### src/rtl/hdmi_line_pkg.sv
// hdmi_line_pkg: shared widths, RGB332 pixel layout and colour expansion
// for the hdmi_720p line reader.
package hdmi_line_pkg;

   localparam int BANK_BITS = 1;
   localparam int COL_BITS  = 11;

   typedef struct packed {
      logic [2:0] r;
      logic [2:0] g;
      logic [1:0] b;
   } rgb332_t;

   // Bit replication keeps full-scale codes at 0xFF and zero at 0x00.
   function automatic logic [23:0] expand_rgb332(input logic [7:0] d);
      rgb332_t p;
      p = rgb332_t'(d);
      return {p.r, p.r, p.r[2:1],
              p.g, p.g, p.g[2:1],
              p.b, p.b, p.b, p.b};
   endfunction

endpackage

### src/rtl/hdmi_sync_delay.sv
// hdmi_sync_delay: N-stage register pipe that keeps timing and
// line-status flags aligned with the RAM read and colour stages.
module hdmi_sync_delay
   import hdmi_line_pkg::*;
#(
   parameter int N = 2,
   parameter int W = 4
) (
   input  logic         clock,
   input  logic         nReset,
   input  logic [W-1:0] din,
   output logic [W-1:0] dout
);

   logic [W-1:0] stages [N];

   // Shift the flags one stage per pixel clock.
   always_ff @(posedge clock or negedge nReset) begin
      if (!nReset) begin
         for (int i = 0; i < N; i++) stages[i] <= '0;
      end else begin
         stages[0] <= din;
         for (int i = 1; i < N; i++) stages[i] <= stages[i-1];
      end
   end

   assign dout = stages[N-1];

endmodule

### src/rtl/hdmi_line_reader.sv
// hdmi_line_reader: ping-pong line RAM scan-out with RGB332 expansion.
// Optional build macro LINE_PIXEL_DOUBLE_EN shows each byte for 2 pixels.
module hdmi_line_reader
   import hdmi_line_pkg::*;
#(
   parameter int H_ACTIVE       = 1280,
   parameter int UNDERRUN_CNT_W = 8
) (
   input  logic                      clock,
   input  logic                      nReset,
   input  logic                      activeIn,
   input  logic                      hsyncIn,
   input  logic                      vsyncIn,
   input  logic                      bankFilled,
   input  logic                      bankFilledId,
   output logic [11:0]               ramAddress,
   input  logic [7:0]                ramData,
   output logic [23:0]               rgbOut,
   output logic                      activeOut,
   output logic                      hsyncOut,
   output logic                      vsyncOut,
   output logic                      lineDone,
   output logic                      lineDoneBank,
   output logic [UNDERRUN_CNT_W-1:0] underrunCount
);

   if (H_ACTIVE < 1 || H_ACTIVE > 2048) begin : g_bad_h_active
      $error("H_ACTIVE must be within 1..2048");
   end

   localparam logic [COL_BITS-1:0] COL_MAX = '1;

   logic [BANK_BITS-1:0] readBank;
   logic [COL_BITS-1:0]  column;
   logic [1:0]           ready;
   logic [1:0]           readySet;
   logic [1:0]           readyClr;
   logic                 lineBad;
   logic                 lineBadNext;
   logic                 activePrev;
   logic                 vsyncPrev;
   logic                 lineRise;
   logic                 lineFall;
   logic                 frameRise;
   logic [23:0]          rgbReg;
   logic [3:0]           pipeIn;
   logic [3:0]           pipeOut;

   // Edge detects and ready-bit set/clear requests for this cycle.
   always_comb begin
      lineRise  = activeIn & ~activePrev;
      lineFall  = ~activeIn & activePrev;
      frameRise = vsyncIn & ~vsyncPrev;
      readySet  = '0;
      readyClr  = '0;
      if (bankFilled) readySet[bankFilledId] = 1'b1;
      if (lineFall) readyClr[readBank] = 1'b1;
      lineBadNext = lineBad;
      if (lineRise) lineBadNext = ~ready[readBank];
   end

   // Timing history for edge detection.
   always_ff @(posedge clock or negedge nReset) begin
      if (!nReset) begin
         activePrev <= 1'b0;
         vsyncPrev  <= 1'b0;
      end else begin
         activePrev <= activeIn;
         vsyncPrev  <= vsyncIn;
      end
   end

   // Column walks the active line and parks at the bank's last byte.
   always_ff @(posedge clock or negedge nReset) begin
      if (!nReset) begin
         column <= '0;
      end else if (frameRise) begin
         column <= '0;
      end else if (activeIn) begin
         if (column != COL_MAX) column <= column + 1'b1;
      end else begin
         column <= '0;
      end
   end

   // Bank selection: swap on line end, back to bank 0 on frame start.
   always_ff @(posedge clock or negedge nReset) begin
      if (!nReset) begin
         readBank <= '0;
      end else if (frameRise) begin
         readBank <= '0;
      end else if (lineFall) begin
         readBank <= ~readBank;
      end
   end

   // Ready bits: a fill arriving with the release keeps the bank ready.
   always_ff @(posedge clock or negedge nReset) begin
      if (!nReset) begin
         ready <= '0;
      end else begin
         ready <= (ready & ~readyClr) | readySet;
      end
   end

   // Underrun flag and saturating count, sampled at line start.
   always_ff @(posedge clock or negedge nReset) begin
      if (!nReset) begin
         lineBad       <= 1'b0;
         underrunCount <= '0;
      end else begin
         lineBad <= lineBadNext;
         if (lineRise && lineBadNext && underrunCount != '1)
            underrunCount <= underrunCount + 1'b1;
      end
   end

   // Line completion report back to the filler.
   always_ff @(posedge clock or negedge nReset) begin
      if (!nReset) begin
         lineDone     <= 1'b0;
         lineDoneBank <= 1'b0;
      end else begin
         lineDone <= lineFall;
         if (lineFall) lineDoneBank <= readBank;
      end
   end

   // Colour stage: expand the byte returned for last cycle's address.
   always_ff @(posedge clock or negedge nReset) begin
      if (!nReset) begin
         rgbReg <= '0;
      end else begin
         rgbReg <= expand_rgb332(ramData);
      end
   end

`ifdef LINE_PIXEL_DOUBLE_EN
   logic unusedColLsb;
   assign unusedColLsb = column[0];
   assign ramAddress   = {readBank, 1'b0, column[COL_BITS-1:1]};
`else
   assign ramAddress = {readBank, column};
`endif

   assign pipeIn = {activeIn, hsyncIn, vsyncIn, lineBadNext};

   hdmi_sync_delay #(
      .N (2),
      .W (4)
   ) u_sync_delay (
      .clock  (clock),
      .nReset (nReset),
      .din    (pipeIn),
      .dout   (pipeOut)
   );

   assign activeOut = pipeOut[3];
   assign hsyncOut  = pipeOut[2];
   assign vsyncOut  = pipeOut[1];
   assign rgbOut    = (pipeOut[3] && !pipeOut[0]) ? rgbReg : '0;

endmodule

### config.mk
export PLATFORM = sky130hd
export DESIGN_NAME = hdmi_line_reader
export DESIGN_NICKNAME = d
export VERILOG_FILES = /design/src/rtl/hdmi_line_pkg.sv /design/src/rtl/hdmi_sync_delay.sv /design/src/rtl/hdmi_line_reader.sv
export SDC_FILE = /design/constraint.sdc
export NUM_CORES = 1
export LEC_CHECK = 0
export BUFFER_PORTS_ARGS = -buffer_cell sky130_fd_sc_hd__buf_2
export CORE_MARGIN = 2
export CORE_UTILIZATION = 40
export CTS_BUF_LIST = sky130_fd_sc_hd__clkbuf_8
export CTS_CLUSTER_SIZE = 16
export DETAILED_ROUTE_END_ITERATION = 6
export PLACE_DENSITY_LB_ADDON = 0.25
export SLEW_MARGIN = 20
export SYNTH_ARGS = -nofsm -noshare
export SYNTH_HDL_FRONTEND = slang
export SYNTH_HIERARCHICAL = 1
export SYNTH_SLANG_ARGS = --single-unit
### constraint.sdc
create_clock -name clock -period 2.3 [get_ports clock]
set_input_delay 0.345 -clock clock [delete_from_list [all_inputs] [get_ports clock]]
set_output_delay 0.345 -clock clock [all_outputs]
set_load 0.03 [all_outputs]
==> flow_summary.html <==
<table>
<tr><th>Metric</th><th>Value</th></tr>
<tr><th colspan="2">Clocking</th></tr>
<tr><td>Resized Gates After CTS</td><td>0</td></tr>
<tr><td>CTS Buf Count</td><td>5</td></tr>
<tr><td>CTS sink count</td><td>between 40 and 50</td></tr>
<tr><td>CTS tree</td><td>built</td></tr>
<tr><td>Clk_lat worst skew</td><td>~0.29 ns</td></tr>
<tr><td>Clock buffer depth</td><td>2</td></tr>
<tr><td>H-tree depth</td><td>2</td></tr>
<tr><td>Postcts setup bufs</td><td>0</td></tr>
<tr><td>Clock-pin transition on the worst setup and hold timing paths</td><td>~0.08 ns</td></tr>
<tr><td>CTS Root Cell</td><td>sky130_fd_sc_hd__clkbuf_8</td></tr>
<tr><td>Cts-stage hold buffer count</td><td>1</td></tr>
<tr><th colspan="2">Place</th></tr>
<tr><td>Final estimated routing congestion in global placement</td><td>0.7812</td></tr>
<tr><td>Worst slack at placement</td><td>approximately 0.57 ns</td></tr>
<tr><td>Estimated wirelength of the detail-placed design</td><td>roughly 2.4 mm</td></tr>
<tr><td>Quantity of I/O buffers inserted on ports</td><td>63</td></tr>
<tr><th colspan="2">Pwr</th></tr>
<tr><td>Max rail drop VDD</td><td>about 750 uV</td></tr>
<tr><td>Leak pwr</td><td>between 1 and 1.5 nW</td></tr>
<tr><td>Power Density</td><td>~900 nW/um^2</td></tr>
<tr><th colspan="2">Floorplanning</th></tr>
<tr><td>Placeable Area</td><td>~4400 sq um</td></tr>
<tr><td>Width of the die</td><td>between 70 and 80 um</td></tr>
<tr><td>Total number of placement rows</td><td>24</td></tr>
<tr><td>Total die area</td><td>5219 sq um</td></tr>
<tr><td>Count of boundary I/O pins</td><td>64</td></tr>
<tr><td>Initial Utilization</td><td>42.21%</td></tr>
<tr><td>Die height</td><td>72.25 um</td></tr>
<tr><th colspan="2">Timing</th></tr>
<tr><td>Max-slew violations</td><td>0</td></tr>
<tr><td>Number of endpoints failing setup at the final stage</td><td>0</td></tr>
<tr><td>Final critical delay including setup and external delays</td><td>1.743 ns</td></tr>
<tr><td>Hold Fails Final Rpt</td><td>0</td></tr>
<tr><td>Max Clock Skew</td><td>between 0.005 and 0.006 ns</td></tr>
<tr><td>Worst-case headroom to the max-slew limit</td><td>62.26%</td></tr>
<tr><td>Highest Clock Rate</td><td>~0.57 GHz</td></tr>
<tr><td>Setup slack of the critical path after layout</td><td>roughly 0.56 ns</td></tr>
<tr><td>Final clock period utilization by the worst path</td><td>between 70 and 80%</td></tr>
<tr><td>Actual slew at the worst max-slew pin</td><td>0.5518 ns</td></tr>
<tr><td>Setup Total Neg Slack</td><td>0 ns</td></tr>
<tr><td>RSZ-0062 raised after global routing</td><td>false</td></tr>
<tr><th colspan="2">Route</th></tr>
<tr><td>DRC marker count from the first detailed-route iteration</td><td>47</td></tr>
<tr><td>Post-route ant nets</td><td>0</td></tr>
<tr><td>Vias</td><td>1342</td></tr>
<tr><td>Wire length per cell</td><td>12.36 um</td></tr>
<tr><td>Detailed-route vias per instance</td><td>between 4 and 5</td></tr>
<tr><td>Number of search-and-repair iterations in the first detailed-routing pass</td><td>4</td></tr>
<tr><td>Total routed wirelength</td><td>between 3 and 4 mm</td></tr>
<tr><td>Drc violations</td><td>0</td></tr>
<tr><th colspan="2">Job</th></tr>
<tr><td># Max-Cap Violations</td><td>0</td></tr>
<tr><th colspan="2">Worst setup path</th></tr>
<tr><td>Crit path launch type</td><td>register</td></tr>
<tr><td>Highest net fanout along the worst path</td><td>8</td></tr>
<tr><td>Kind of end point of the critical path</td><td>output pin</td></tr>
<tr><td>Worst endpoint data arrival time</td><td>1.40 ns</td></tr>
<tr><td>Critical path data required time</td><td>between 1.5 and 2 ns</td></tr>
<tr><td>Type of the worst setup path</td><td>register to output pin</td></tr>
<tr><th colspan="2">Yosys</th></tr>
<tr><td>Area of the mapped netlist</td><td>~1900 sq um</td></tr>
<tr><td>Sequential area share after synthesis</td><td>a little under 60%</td></tr>
<tr><td>Count of yosys warnings during synthesis</td><td>6</td></tr>
<tr><td>Post-synthesis cell count</td><td>167</td></tr>
<tr><td>Average cell area after synthesis</td><td>~11 sq um</td></tr>
<tr><td>#FFs+latches synth</td><td>43</td></tr>
<tr><td>Yosys cell types</td><td>32</td></tr>
<tr><td>Net Count, Synth</td><td>around 180</td></tr>
<tr><th colspan="2">Global routing</th></tr>
<tr><td>Number of antenna violations at the first check in global routing</td><td>0</td></tr>
<tr><td>Number of global-route vias before repair</td><td>1195</td></tr>
<tr><td>Largest net degree at the start of global routing</td><td>17</td></tr>
<tr><td>Global-route wire length before repair</td><td>around 5.5 mm</td></tr>
<tr><td>Congestion Overflow GR</td><td>0</td></tr>
<tr><td>Total routing resource utilization after global routing</td><td>13.89%</td></tr>
<tr><th colspan="2">Cells and area</th></tr>
<tr><td>Multi-input logic area</td><td>about 600 sq um</td></tr>
<tr><td>Nets@finish</td><td>about 230</td></tr>
<tr><td>Fillcell total</td><td>409</td></tr>
<tr><td>Register area</td><td>1076 sq um</td></tr>
<tr><td>Count of antenna diodes in the layout</td><td>0</td></tr>
<tr><td>Growth of design area from synthesis to finish</td><td>18.80%</td></tr>
<tr><td>Post-Route Utilization</td><td>50.14%</td></tr>
<tr><td>Proportion of layout cells with a drive suffix above 1</td><td>a little over a third</td></tr>
<tr><th colspan="2">Worst hold path</th></tr>
<tr><td>Worst min-delay path class</td><td>input port to register</td></tr>
<tr><th colspan="2">Outcome</th></tr>
<tr><td>Status</td><td>completed</td></tr>
</table>
[cell usage after synthesis (all sizes together)]
cell / count / share of area (%)
and4: 4 / 2.1
xnor2: 4 / 1.9
inv: 6 / 1.2
nor3: 3 / 0.81
nand4: 3 / 1.0
a31oi: 3 / 1.0
a21oi: 4 / 1.1
xor2: 2 / 0.94
mux2: 3 / 1.8
mux2i: 2 / 1.1
buf: 22 / 9.1
and2: 10 / 3.4
o21ai: 12 / 3.2
nor2: 12 / 2.4
nor2b: 5 / 1.7
ha: 2 / 1.3
clkbuf: 1 / 0.20
nand2: 8 / 1.6
a2111oi: 1 / 0.47
o211ai: 1 / 0.40
nand2b: 1 / 0.34
dfrtp: 43 / 58
or4: 1 / 0.40
and3: 2 / 0.67
a211oi: 3 / 1.2
or3: 2 / 0.67
a22o: 1 / 0.47
nor3b: 1 / 0.40
nand3: 5 / 1.3
[power breakdown]
group / total [mW] / internal, mW / switching (mW)
Clock: 0.609 / 0.351 / 0.258
Combinational: 0.475 / 0.146 / 0.329
Sequential: 0.911 / 0.840 / 0.0705
[state kept, by name, indices dropped and copies added, names as in the netlist]
signal,cells
activePrev,1
column,11
lineBad,1
lineDone,1
lineDoneBank,1
readBank,1
ready,2
rgbReg,8
u_sync_delay/dout,4
u_sync_delay/stages,4
underrunCount,8
vsyncPrev,1
[cell usage in the layout (no fill, tap or decap), drive strengths merged, types with 4 or more instances in the layout]
cell | Yosys | layout
and2 | 10 | 10
inv | 6 | 6
nor2b | 5 | 5
dfrtp | 43 | 43
nand2 | 8 | 8
xnor2 | 4 | 4
buf | 22 | 65
o21ai | 12 | 12
a21oi | 4 | 4
nand3 | 5 | 5
nor2 | 12 | 12
and4 | 4 | 4
clkbuf | 1 | 6
[stage by stage]
stage	cell area [sq um]	total power [mW]	cells	hold slack, ns
2_1_floorplan	1863	1.305	167	0.04941
3_3_place_gp	2086	1.401	261	0.2812
3_5_place_dp	2086	1.405	261	0.2826
4_1_cts	2213	2.028	270	0.1376
5_1_grt	2213	2.112	270	0.1297
6_report	2213	1.994	270	0.1507
[path summary, 6_finish.rpt]
check / startpoint / endpoint / slack, ns / cells after the start
worst max-delay path: u_sync_delay/dout[3] / rgbOut[4] / 0.56 / 3
worst min-delay path: ramData[7] / rgbReg[20] / 0.15 / 1
worst max register to register: column[0] / column[9] / 0.56 / 5
worst min register to register: u_sync_delay/stages[5] / u_sync_delay/dout[1] / 0.35 / 0
max in group asynchronous: nReset / column[7] / 1.29 / 3
min in group asynchronous: nReset / column[4] / 0.49 / 2
[area by class of cell]
type	count	share of cell area, %
tap	52	2.940
inverter	6	1.018
multi-input combinational	95	26.74
timing repair buffer	66	15.38
clock buffer	6	3.731
clock inverter	2	1.583
sequential	43	48.62
[critical path, stage by stage (launching register included)]
cell,delay [ns]
sky130_fd_sc_hd__dfrtp_1,0.35
sky130_fd_sc_hd__nor2b_1,0.33
sky130_fd_sc_hd__and2_1,0.22
sky130_fd_sc_hd__buf_2,0.21
[metal layers]
metal  part of all wire, %  routed length, um  track usage, %  vias to the layer above
met5                     0                  0               0                        -
met4                   1.5                 50           5.031                        0
met3                   8.0                266           4.861                        5
met2                    46               1537           21.92                       54
met1                    44               1482           17.73                      632
li1                      -                  -               -                      651
[cell families (layout without fill, tap and decap cells)]
family / count (synthesis) / after routing / synth area share [%]
and+or+nand+nor: 57 / 57 / 16.86
DFF: 43 / 43 / 57.76
buffers and inverters: 29 / 80 / 10.48
AOI/OAI and AO/OA: 25 / 25 / 7.858
xor gates and xnor gates: 6 / 6 / 2.821
muxes: 5 / 5 / 2.888
adders and majority gates: 2 / 2 / 1.343
No activity file was read; power rests on OpenSTA's default activity.
